### config.mk
export PLATFORM = sky130hd
export DESIGN_NAME = emif_cal_debug_master
export DESIGN_NICKNAME = d
export VERILOG_FILES = /design/src/rtl/emif_cal_debug_pkg.sv /design/src/rtl/emif_cal_debug_timer.sv /design/src/rtl/emif_cal_debug_master.sv
export SDC_FILE = /design/constraint.sdc
export NUM_CORES = 1
export LEC_CHECK = 0
export ABC_AREA = 0
export BUFFER_PORTS_ARGS = -buffer_cell sky130_fd_sc_hd__clkbuf_2
export CORE_MARGIN = 2
export CORE_UTILIZATION = 47
export CTS_BUF_LIST = sky130_fd_sc_hd__clkbuf_4 sky130_fd_sc_hd__clkbuf_8 sky130_fd_sc_hd__clkbuf_16
export DETAILED_ROUTE_END_ITERATION = 7
export PLACE_DENSITY = 0.86
export SYNTH_ARGS = -nofsm -noshare
export SYNTH_HDL_FRONTEND = slang
export SYNTH_SLANG_ARGS = --single-unit
### constraint.sdc
create_clock -name cal_debug_clk -period 3 [get_ports cal_debug_clk]
set_clock_uncertainty 0.05 [all_clocks]
set_input_delay 0.6 -clock cal_debug_clk [delete_from_list [all_inputs] [get_ports cal_debug_clk]]
set_output_delay 0.6 -clock cal_debug_clk [all_outputs]
set_load 0.05 [all_outputs]
### src/rtl/emif_cal_debug_pkg.sv
// emif_cal_debug_pkg: shared states, transaction records and default widths for the cal_debug master
package emif_cal_debug_pkg;
  localparam int DEF_ADDR_WIDTH = 27;
  localparam int DEF_DATA_WIDTH = 32;
  localparam int DEF_BYTEEN_WIDTH = 4;
  localparam int DEF_TIMEOUT_CYCLES = 4096;
  localparam int DEF_STAT_WIDTH = 16;
  typedef enum logic [1:0] {IDLE, REQ, WAIT_RDV, RESP} state_t;
  typedef struct packed {
    logic write;
    logic [DEF_ADDR_WIDTH-1:0] addr;
    logic [DEF_DATA_WIDTH-1:0] wdata;
    logic [DEF_BYTEEN_WIDTH-1:0] byteen;
  } cmd_t;
  typedef struct packed {
    logic [DEF_DATA_WIDTH-1:0] rdata;
    logic timeout;
    logic was_write;
  } rsp_t;
endpackage

### src/rtl/emif_cal_debug_timer.sv
// emif_cal_debug_timer: transaction watchdog; expired pulses on the last allowed cycle, never when TIMEOUT_CYCLES is 0
module emif_cal_debug_timer #(
  parameter int unsigned TIMEOUT_CYCLES = 4096
) (
  input  logic clk,
  input  logic rst,
  input  logic clear,
  input  logic enable,
  output logic expired
);
  localparam int unsigned CW = TIMEOUT_CYCLES < 2 ? 1 : $clog2(TIMEOUT_CYCLES);
  localparam int unsigned LIM = TIMEOUT_CYCLES == 0 ? 0 : TIMEOUT_CYCLES - 1;
  logic [CW-1:0] cnt;
  assign expired = TIMEOUT_CYCLES != 0 && enable && cnt == CW'(LIM);
  always_ff @(posedge clk)
    cnt <= (rst || clear) ? '0 : enable ? cnt + CW'(1) : cnt;
endmodule

### src/rtl/emif_cal_debug_master.sv
// emif_cal_debug_master: single-outstanding Avalon-MM master bridging a command stream onto the IOSSM cal_debug port
module emif_cal_debug_master
  import emif_cal_debug_pkg::*;
#(
  parameter int ADDR_WIDTH = DEF_ADDR_WIDTH,
  parameter int DATA_WIDTH = DEF_DATA_WIDTH,
  parameter int BYTEEN_WIDTH = DEF_BYTEEN_WIDTH,
  parameter int TIMEOUT_CYCLES = DEF_TIMEOUT_CYCLES,
  parameter int STAT_WIDTH = DEF_STAT_WIDTH
) (
  input  logic                    cal_debug_clk,
  input  logic                    cal_debug_reset,
  input  logic                    cmd_valid,
  output logic                    cmd_ready,
  input  logic                    cmd_write,
  input  logic [ADDR_WIDTH-1:0]   cmd_addr,
  input  logic [DATA_WIDTH-1:0]   cmd_wdata,
  input  logic [BYTEEN_WIDTH-1:0] cmd_byteen,
  output logic                    rsp_valid,
  input  logic                    rsp_ready,
  output logic [DATA_WIDTH-1:0]   rsp_rdata,
  output logic                    rsp_timeout,
  output logic                    rsp_was_write,
  output logic                    cal_debug_read,
  output logic                    cal_debug_write,
  output logic [ADDR_WIDTH-1:0]   cal_debug_addr,
  output logic [DATA_WIDTH-1:0]   cal_debug_write_data,
  output logic [BYTEEN_WIDTH-1:0] cal_debug_byteenable,
  input  logic                    cal_debug_waitrequest,
  input  logic [DATA_WIDTH-1:0]   cal_debug_read_data,
  input  logic                    cal_debug_read_data_valid,
  input  logic                    stat_clear,
  output logic [STAT_WIDTH-1:0]   timeout_count,
  output logic                    err_spurious,
  output logic                    busy
);
  state_t state;
  logic expired, rd_ok, spurious, done;
  logic [STAT_WIDTH-1:0] tc_next;
  assign busy = state != IDLE;
  assign rd_ok = state == REQ && cal_debug_read && !cal_debug_waitrequest;
  assign spurious = cal_debug_read_data_valid && !(state == WAIT_RDV || rd_ok);
  assign done = cal_debug_write || cal_debug_read_data_valid;
  assign tc_next = timeout_count + STAT_WIDTH'(!(&timeout_count));
  emif_cal_debug_timer #(.TIMEOUT_CYCLES(TIMEOUT_CYCLES)) u_timer (
    .clk(cal_debug_clk),
    .rst(cal_debug_reset),
    .clear(state == IDLE),
    .enable(state == REQ || state == WAIT_RDV),
    .expired(expired)
  );
  always_ff @(posedge cal_debug_clk) begin
    if (cal_debug_reset) begin
      state <= IDLE;
      cmd_ready <= 1'b1;
      rsp_valid <= 1'b0;
      rsp_rdata <= '0;
      rsp_timeout <= 1'b0;
      rsp_was_write <= 1'b0;
      cal_debug_read <= 1'b0;
      cal_debug_write <= 1'b0;
      cal_debug_addr <= '0;
      cal_debug_write_data <= '0;
      cal_debug_byteenable <= '0;
      timeout_count <= '0;
      err_spurious <= 1'b0;
    end else begin
      case (state)
        IDLE: if (cmd_valid) begin
          state <= REQ;
          cmd_ready <= 1'b0;
          cal_debug_read <= !cmd_write;
          cal_debug_write <= cmd_write;
          cal_debug_addr <= cmd_addr;
          cal_debug_write_data <= cmd_wdata;
          cal_debug_byteenable <= cmd_byteen;
          rsp_was_write <= cmd_write;
        end
        REQ: if (!cal_debug_waitrequest) begin
          cal_debug_read <= 1'b0;
          cal_debug_write <= 1'b0;
          rsp_timeout <= 1'b0;
          rsp_rdata <= cal_debug_read ? cal_debug_read_data : '0;
          rsp_valid <= done;
          state <= done ? RESP : WAIT_RDV;
        end else if (expired) begin
          cal_debug_read <= 1'b0;
          cal_debug_write <= 1'b0;
          rsp_timeout <= 1'b1;
          rsp_rdata <= '0;
          rsp_valid <= 1'b1;
          state <= RESP;
          timeout_count <= tc_next;
        end
        WAIT_RDV: if (cal_debug_read_data_valid || expired) begin
          rsp_timeout <= !cal_debug_read_data_valid;
          rsp_rdata <= cal_debug_read_data_valid ? cal_debug_read_data : '0;
          rsp_valid <= 1'b1;
          state <= RESP;
          if (!cal_debug_read_data_valid) timeout_count <= tc_next;
        end
        RESP: if (rsp_ready) begin
          rsp_valid <= 1'b0;
          cmd_ready <= 1'b1;
          state <= IDLE;
        end
        default: state <= IDLE;
      endcase
      if (spurious) err_spurious <= 1'b1;
      if (stat_clear) begin
        timeout_count <= '0;
        err_spurious <= 1'b0;
      end
    end
  end
endmodule

# Word-level counts from Yosys, hierarchy flattened
# Cells that the tools add are included.
[word_totals] elab_cells=91 regBits=132 inputBits=103 output_inout_bits=119
[classes] muxes=35 add_sub_neg=2 reduce_logical=29 n_eq_ne=11
[op_table] cell="32-bit two-way mux" count=5
[op_table] cell="16-bit two-way mux" count=4
[op_table] cell="32-bit one-hot mux with 2 select lines" count=1
[op_table] cell="16-bit one-hot mux with 2 select lines" count=1
[op_table] cell="16-bit by 1-bit adder with 16-bit output" count=1
[op_table] cell="16-bit AND reduction" count=1
[op_table] cell="1-bit two-way mux" count=13
[op_table] cell="12-bit by 1-bit adder with 12-bit output, second input constant" count=1
[op_table] cell="12-bit equality test, second input constant" count=1
[op_table] cell="2-bit two-way mux" count=5
[op_table] cell="2-bit inequality test, second input constant" count=5
[op_table] cell="3-bit AND reduction" count=3
[op_table] cell="1-bit one-hot mux with 2 select lines" count=4
[op_table] cell="2-bit one-hot mux with 4 select lines" count=1
[op_table] cell="4-bit AND reduction" count=2
[op_table] cell="2-bit nonzero test" count=4
[op_table] cell="1-bit zero test" count=5
[op_table] cell="1-bit logical OR" count=5
[op_table] cell="5-bit AND reduction" count=1
[op_table] cell="2-bit equality test, second input constant" count=2
[op_table] cell="1-bit logical AND" count=4
[op_table] cell="3-bit inequality test, second input constant" count=1
[op_table] cell="1-bit one-hot mux with 3 select lines" count=1
[op_table] cell="3-bit nonzero test" count=1
[op_table] cell="other kinds (5)" count=5

# Logic depth before layout (Yosys ltp)
# Gate-level depths: netlist (run 1).
[logic_depth] word_depth=6 depth_mapped=10 mapped_depth_nobuf=9

# Hierarchy
# A second synthesis (run 1) with hierarchy kept.
[hier_totals] hier_cells=648 area_unflattened_um2=5275.1
[by_module_without_submodules] mod="emif_cal_debug_master" cells_each=585 area_each_um2=4713.3 seq_area_each_um2=2402.3 instances=1
[by_module_without_submodules] mod="emif_cal_debug_timer" cells_each=63 area_each_um2=561.8 seq_area_each_um2=240.2 instances=1

# Worst setup path before layout (run 1)
# OpenSTA, ideal clock, no wires.
[synth_timing] path_kind="reg2reg" startpoint="register timeout_count[6]" endpoint="register timeout_count[6]" synth_period_minus_slack_ns=2.452 setup_time_ns=0.128 setup_slack_ns=0.548 t_required_ns=2.822 arrival_time_ns=2.275 path_buffers=1 stages_incl_launch_ff=11 path_cell_list="dfxtp_1 and4_1 clkbuf_1 nand4_1 or2_2 ha_1 ha_1 nand2_1 nor3_1 xnor2_1 nor2_1"
[synth_between] elab_chain_len=6 elab_cells_between_ends=8 classes_between="1 x add/sub; 5 x mux; 2 x reduce/logical"
[synth_rtl] item="start, declared" line="emif_cal_debug_master.sv:33" text="output logic [STAT_WIDTH-1:0] timeout_count,"
[synth_rtl] item="start signal, assigned" line="emif_cal_debug_master.sv:93" text="timeout_count <= tc_next;"
[synth_rtl] item="start signal, assigned" line="emif_cal_debug_master.sv:100" text="if (!cal_debug_read_data_valid) timeout_count <= tc_next;"
[synth_rtl] item="16-bit AND reduction" line="emif_cal_debug_master.sv:44" text="assign tc_next = timeout_count + STAT_WIDTH'(!(&timeout_count));"
[synth_rtl] item="1-bit zero test" line="emif_cal_debug_master.sv:44"
[synth_rtl] item="16-bit by 1-bit adder with 16-bit output (*)" line="emif_cal_debug_master.sv:44"
[synth_rtl] item="16-bit two-way mux, on equally long branches" line="emif_cal_debug_master.sv:100, emif_cal_debug_master.sv:86"
[synth_rtl] item="16-bit two-way mux, on equally long branches" line="emif_cal_debug_master.sv:95, emif_cal_debug_master.sv:79"
[synth_rtl] item="16-bit one-hot mux with 2 select lines (*)" line="emif_cal_debug_master.sv:68" text="case (state)"
# Every way passes the cells marked *; elsewhere a longest branch is shown, timed or not. The select of a mux whose other input is x is not followed.
# A chain may end at the register's enable or synchronous reset.

# Final worst setup path (run 1)
[layout_timing] startpoint="register state[1]" endpoint="register timeout_count[7]"
[layout_between] elab_chain_len=6 elab_cells_between_ends=12 classes_between="6 x eq/ne; 1 x mux; 5 x reduce/logical"
[layout_rtl] item="start, declared" line="emif_cal_debug_master.sv:37" text="state_t state;"
[layout_rtl] item="start signal, assigned" line="emif_cal_debug_master.sv:85" text="state <= done ? RESP : WAIT_RDV;"
[layout_rtl] item="2-bit by 1-bit equality test with 1-bit output / 2-bit equality test (equally long branches)" line="emif_cal_debug_master.sv:49" text=".enable(state == REQ || state == WAIT_RDV),"
[layout_rtl] item="1-bit logical OR (*)" line="emif_cal_debug_master.sv:49"
[layout_rtl] item="net u_timer.enable" line="emif_cal_debug_timer.sv:8" text="input logic enable,"
[layout_rtl] item="1-bit logical AND (*)" line="emif_cal_debug_timer.sv:14" text="assign expired = TIMEOUT_CYCLES != 0 && enable && cnt == CW'(LIM);"
[layout_rtl] item="1-bit logical OR" line="emif_cal_debug_master.sv:95" text="WAIT_RDV: if (cal_debug_read_data_valid || expired) begin"
[layout_rtl] item="2-bit by 1-bit inequality test with 1-bit output (no source line)"
[layout_rtl] item="5-bit AND reduction (no source line) (*)"
# Mark *: on every way through the listed nets, which the timed path passes. The rest lies on a longest branch.

==> metrics.cfg, run 1 <==
[timing]
tightestPinTransition_ns=0.707
rsz0062_at_grt=false
fmax_ghz=0.402
slew_viol_final=0
worst_hold_slack_ns=0.257
max_slew_margin=0.528
setup_tns_ns=0
fin_crit_ns=2.49
fin_crit_sh=0.829
final_hold_viol_count=0
setup_viol=0

[route]
vias=5015
firstDrtPassIters=5
wirelength_mm=13.4
drc=0
drtAntennaViolNets=0
via_per_inst=5.07
drt_iter0_drc=276
avgRoutedWirePerCell_um=13.6

[cells_and_area]
n_antenna_cell=0
seq_area_um2=2640
syn2layout_area_growth_pct=35.4
fin_util=0.650
final_area_um2=7010
fin_nets=948
num-fill-cells=888
layout-drive-gt1-share=0.319
multi_input_area_um2=2350

[setup_path]
reg2reg_from=state[1]$_SDFFE_PP0P_
crit_fanout=17
reg2reg_slack_ns=0.51
startpoint=state[1]$_SDFFE_PP0P_
required_ns=3.33
r2r_cells=8
critPathArrivalTime_ns=2.82
endpoint_kind=register
cp-endpoint=timeout_count[7]$_SDFFE_PP0P_
crit_path_start_kind=register
timing.rr.end=timeout_count[7]$_SDFFE_PP0P_
crit_type=register to register

[global_route]
track_usage=0.224
grt_pass1_wl_mm=21.2
grt_max_degree=76
grt_pass1_vias=4642
antenna_found_initial=0
overflow=0

[clock_tree]
cts-root-buf=clkbuf_8
cts_max_level=4
clkTransAtPathRegs_ns=0.06
cts_sinks=132
post_cts_buffers=0
clk_latency_ns=0.50
clk_path_buf_depth=2
numCtsBuffers=17
postCtsResizedCells=0
cts_tree=built
ctsHoldBuffers=0

[yosys]
ys_seq_area_frac=0.510
syn_area_um2=5180
synth_edf_count=0
synthTopCellsByArea=dfxtp_1 (51%), nand2_1 (10%), a21oi_1 (7.3%)
ys_top_cells_by_count=nand2_1 (144), dfxtp_1 (132), a21oi_1 (76), nand3_1 (39), o21ai_0 (38)
postSynthCellCount=632
yosysTopAreaCellShare=0.510
synth.distinct_cells=34
synth.net_count=743
ys_async_sr_fraction=0
yosys_warnings=0
synthFlopType=dfxtp_1
ys_ff_latch=132
yosysTopAreaCell=dfxtp_1
synth_area_per_cell_um2=8.19
yosysMostFrequentCell=nand2_1

[die]
start_util=0.480
rows=38
core_um2=10800
die_x_um=109
die_h_um=109
dieArea_um2=11900
ios=222

[place]
dp_hpwl_mm=9.17
place_congestion=0.802
io_buffers=221
place_area_um2=6400

[run_status]
status=finished, final reports clean

[hold_path]
hold_path.class=primary input to register

[power_and_ir_drop]
p_per_area_nw_per_um2=857
power_leakage_nw=3.04
ir_drop_uv=560

[job]
max_cap_violations=0

[how the worst min path moves through the flow]
stage / from / end / slack, ns / cells after the start
detailed placement: cal_debug_addr[22]$_SDFFE_PP0P_ / cal_debug_addr[22]$_SDFFE_PP0P_ / 0.40 / 2
CTS: cmd_wdata[11] / cal_debug_write_data[11]$_SDFFE_PP0P_ / 0.23 / 3
global placement: cal_debug_byteenable[1]$_SDFFE_PP0P_ / cal_debug_byteenable[1]$_SDFFE_PP0P_ / 0.39 / 2
global route: cmd_addr[6] / cal_debug_addr[6]$_SDFFE_PP0P_ / 0.24 / 3
finish: cmd_wdata[15] / cal_debug_write_data[15]$_SDFFE_PP0P_ / 0.26 / 3
floorplan: u_timer.cnt[11]$_SDFFE_PP0P_ / u_timer.cnt[11]$_SDFFE_PP0P_ / 0.40 / 2
[cell type report]
class | count | share of cell area
Sequential cell | 132 | 0.377
Multi-Input combinational cell | 448 | 0.336
Timing Repair Buffer | 229 | 0.170
Clock buffer | 20 | 0.0640
Tap cell | 140 | 0.0250
Clock inverter | 12 | 0.0237
Inverter | 9 | 0.00482
[flip-flops by register name (all words and copies together) (netlist names), 2 cells and up]
signal / flops
cal_debug_write_data: 32
cal_debug_addr: 27
rsp_rdata: 32
state: 2
timeout_count: 16
cal_debug_byteenable: 4
u_timer.cnt: 12
[per-stage QoR]
stage | setup slack [ns] | std cells | power (mW)
floorplan | 0.548 | 632 | 3.43
global placement | 0.662 | 958 | 3.89
detailed placement | 0.543 | 958 | 3.91
CTS | 0.497 | 990 | 6.05
global route | 0.360 | 990 | 6.29
finish | 0.512 | 990 | 6.01
[cell families after synthesis]
logic type	after synthesis	synth area share
and+or+nand+nor	290	0.260
DFF	132	0.510
AOI/OAI and AO/OA	124	0.125
buffers and inverters	52	0.0401
xor gates and xnor gates	23	0.0389
adders and majority gates	8	0.0193
muxes	3	0.00580
[cells in the final DEF (no fill, tap or decap), types with 6 or more instances in the layout]
| cell | netlist | routed |
|---|---|---|
| ha_1 | 8 | 8 |
| xnor2_1 | 15 | 15 |
| clkbuf_16 | 0 | 16 |
| nand3_1 | 39 | 39 |
| nor4_1 | 11 | 11 |
| a21oi_1 | 76 | 74 |
| o21ai_0 | 38 | 38 |
| nand2b_1 | 34 | 34 |
| nand2_1 | 144 | 143 |
| nor2_1 | 31 | 30 |
| xor2_1 | 8 | 8 |
| dfxtp_1 | 132 | 132 |
| inv_1 | 9 | 9 |
| buf_4 | 1 | 7 |
| clkbuf_2 | 0 | 220 |
| nand4_1 | 6 | 6 |
[power by group]
part | switching [mW] | internal [mW] | leakage (nW)
sequential | 0.109 | 1.94 | 1.07
clock | 0.795 | 1.34 | 0.297
combinational | 1.37 | 0.461 | 1.66
[worst max-delay path, cell delays in order (launching register included)]
cell and delay [ns]:
dfxtp_1 0.42, inv_1 0.10, ha_1 0.44, and4_4 0.28, nand4_2 0.19, buf_4 0.27, nor4_1 0.39, xnor2_1 0.17
nor2_1 0.05
[per-layer routing]
| layer | GRT usage | part of all wire | up-vias |
|---|---|---|---|
| li1 | - | - | 2528 |
| met1 | 0.264 | 0.42 | 2274 |
| met2 | 0.375 | 0.47 | 193 |
| met3 | 0.0807 | 0.090 | 20 |
| met4 | 0.0815 | 0.016 | 0 |
| met5 | 0 | 0 | - |
Note: power is estimated with default switching activity, not from simulation.
==> inputs of run 2 (changes only) <==
Settings changed: ABC_AREA 0 to 1, CORE_UTILIZATION 47 to 49, PLACE_DENSITY 0.86 to 0.87.
Clock period 3 ns to 2.49 ns, I/O delays scaled along.
==> run 2 against run 1 <==
Compared with the run above:
- flip-flop and latch count unchanged
- clock power increased by 15%
- via count grew 20%
- count of clock-buffer cells in the layout down 2
- critical path type unchanged
==> metrics.cfg, run 2 <==
[setup_path]
required_ns=2.77  ; -0.56 ns
worst_path_largest_cell_delay_ns=0.42  ; -0.02 ns
crit_path_start_kind=register
endpoint_kind=register
crit_fanout=6  ; -11
r2r_cells=11  ; +3
crit_type=register to register
critPathArrivalTime_ns=2.48  ; -0.34 ns
cp_common_cell=nand2_1
cp_slowest_cell=dfxtp_1
reg2reg_from=timeout_count[12]$_SDFFE_PP0P_
timing.rr.end=timeout_count[10]$_SDFFE_PP0P_
path_cells=nand2_1 -> nor4_1 -> nand3_1 -> ha_1 -> ha_1 -> nand3_1 -> nor2_1 -> nand2_1 -> xnor2_1 -> nand2_1 -> a21oi_1
reg2reg_slack_ns=0.30  ; -0.21 ns

[global_route]
grt_max_degree=66  ; -13%
overflow=0  ; unchanged
grt_pass1_wl_mm=25.6  ; +21%
grt_pass1_vias=5595  ; +21%
antenna_found_initial=0  ; unchanged
track_usage=0.246  ; +0.0213

[yosys]
yosys_warnings=0  ; unchanged
yosysTopAreaCell=dfxtp_1
yosysMostFrequentCell=nor2_1
ys_async_sr_fraction=0  ; unchanged
yosysTopAreaCellShare=0.446  ; -0.0641
ys_ff_latch=132  ; unchanged
synth_area_per_cell_um2=6.78  ; -17%
postSynthCellCount=873  ; +38%
ys_seq_area_frac=0.446  ; -0.0641
synth.distinct_cells=33  ; -2.9%
synthFlopType=dfxtp_1
synthTopCellsByArea=dfxtp_1 (45%), nor2_1 (14%), nand2_1 (12%)
synth_edf_count=0  ; unchanged
synth.net_count=984  ; +32%
ys_top_cells_by_count=nor2_1 (221), nand2_1 (182), dfxtp_1 (132), inv_1 (104), o21ai_0 (74)
syn_area_um2=5920  ; +14%

[timing]
slew_viol_final=0  ; unchanged
setup_tns_ns=0  ; unchanged
tightestPinTransition_ns=0.503  ; -0.205 ns
final_hold_viol_count=0  ; unchanged
fin_crit_sh=0.880  ; +0.0509
fin_crit_ns=2.19  ; -0.296 ns
fmax_ghz=0.456  ; +14%
worst_hold_slack_ns=0.274  ; +0.0165 ns
max_slew_margin=0.663  ; +0.135
setup_viol=0  ; unchanged
rsz0062_at_grt=false

[clock_tree]
ctsHoldBuffers=0  ; unchanged
clk_path_buf_depth=2  ; unchanged
cts-root-buf=clkbuf_16
clkTransAtPathRegs_ns=0.06  ; about the same
cts_sinks=132  ; unchanged
cts_max_level=4  ; unchanged
clk_latency_ns=0.41  ; -0.09 ns
cts_tree=built
numCtsBuffers=17  ; unchanged

[hold_path]
hold_path.class=primary input to register
min_path_cells=3  ; unchanged
min_to=cal_debug_addr[24]$_SDFFE_PP0P_
min_from=cmd_addr[24]

[route]
drc=0  ; unchanged
vias=6011  ; +20%
wirelength_mm=15.7  ; +17%
drtAntennaViolNets=0  ; unchanged
avgRoutedWirePerCell_um=12.6  ; -6.8%
drt_iter0_drc=469  ; +70%
firstDrtPassIters=5  ; unchanged
via_per_inst=4.84  ; -4.5%

[die]
die_h_um=114  ; +4.6%
dieArea_um2=13000  ; +9.3%
rows=40  ; +5.3%
core_um2=11900  ; +10%
die_x_um=114  ; +4.6%
start_util=0.497  ; +0.0174
ios=222  ; unchanged

[place]
dp_hpwl_mm=11.0  ; +20%
io_buffers=221  ; unchanged
place_congestion=0.876  ; +9.2%

[cells_and_area]
fin_nets=1194  ; +26%
n_antenna_cell=0  ; unchanged
num-fill-cells=1063  ; +20%
syn2layout_area_growth_pct=30.3
layout-drive-gt1-share=0.259  ; -0.0597
layout_common_cells=clkbuf_2 (221), nor2_1 (220), nand2_1 (181)
reg_top3=cal_debug_write_data (32), rsp_rdata (32), cal_debug_addr (27)
final_common_cell=clkbuf_2

[run_status]
status=finished, final reports clean

[power_and_ir_drop]
ir_drop_uv=698  ; +25%
p_per_area_nw_per_um2=1410  ; +64%
power_leakage_nw=3.82  ; +26%

[job]
max_cap_violations=0  ; unchanged

==> run 2: cell types whose count changed in the layout (fill, tap and decap cells not counted), sizes merged, moves of 10 or more <==
cell	delta
a21oi	-47
inv	+98
nand2	+41
nand2b	-34
nand3	-22
nand4	+24
nor2	+195
nor4	-10
o21ai	+37
xnor2	-13
==> run 2: final cells by class <==
cell class	count	area [µm²]	area share
clock inverters	14	153	0.0198
flip-flops and latches	132	2640	0.342
multi-input cells	592	2670	0.346
repair buffers	232	1230	0.159
clock buffers	18	433	0.0561
well taps	147	184	0.0238
inverters	108	405	0.0525
==> run 2: kinds of logic (layout without fill, tap and decap cells) <==
kind of cell / after synthesis / after routing / synth area share
xor+xnor: 7 / 7 / 0.0104
fa+ha+maj: 8 / 8 / 0.0169
flops: 132 / 132 / 0.446
simple gates: 470 / 470 / 0.331
compound gates: 107 / 107 / 0.0919
buf+inv: 149 / 372 / 0.103
==> run 2: power breakdown <==
group          total [mW]  switching, mW  internal, mW
registers            3.03          0.324          2.71
logic                5.38           4.05          1.32
clock network        2.46          0.964          1.50
total                10.9           5.34          5.53
==> run 2: worst max-delay path by stage <==
stage | start | endpoint | slack, ns | cells past startpoint
2_1_floorplan | timeout_count[6]$_SDFFE_PP0P_ | timeout_count[15]$_SDFFE_PP0P_ | 0.18 | 13
3_3_place_gp | state[0]$_SDFFE_PP0P_ | timeout_count[4]$_SDFFE_PP0P_ | 0.40 | 9
3_5_place_dp | state[0]$_SDFFE_PP0P_ | rsp_rdata[7]$_SDFFE_PP0P_ | 0.33 | 11
4_1_cts | state[0]$_SDFFE_PP0P_ | busy | 0.29 | 4
5_1_grt | state[0]$_SDFFE_PP0P_ | timeout_count[11]$_SDFFE_PP0P_ | 0.07 | 9
6_report | timeout_count[12]$_SDFFE_PP0P_ | timeout_count[10]$_SDFFE_PP0P_ | 0.30 | 11
==> run 2: repair_timing <==
action	4_1_cts	5_1_grt
buffers inserted	0	0
resized for setup	0	1
setup endpoints to repair	0	1
==> run 2: worst max-delay path, delay by kind of cell (launching register included) <==
family,cells,cell delay [ns]
compound gates,1,0.12
fa+ha+maj,2,0.39
flops,1,0.42
simple gates,7,1.00
xor+xnor,1,0.12
==> run 2: per-layer routing <==
metal	vias up	part of all wire	global-route usage
met4	0	0.022	0.106
li1	3132	-	-
met3	25	0.087	0.0818
met5	-	0	0
met1	2617	0.41	0.289
met2	237	0.48	0.410
==> run 2: metrics by stage <==
step / instances / instance area, µm² / total power [mW] / utilization / setup WS, ns
final: 1243 / 7720 / 10.9 / 0.648 / 0.298
after global routing: 1243 / 7720 / 11.6 / 0.648 / 0.0736
after CTS: 1243 / 7710 / 10.9 / 0.648 / 0.291
after detailed placement: 1211 / 7130 / 8.44 / 0.599 / 0.331
after global placement: 1211 / 7130 / 8.34 / 0.599 / 0.399
after floorplan: 873 / 5920 / 7.35 / - / 0.179
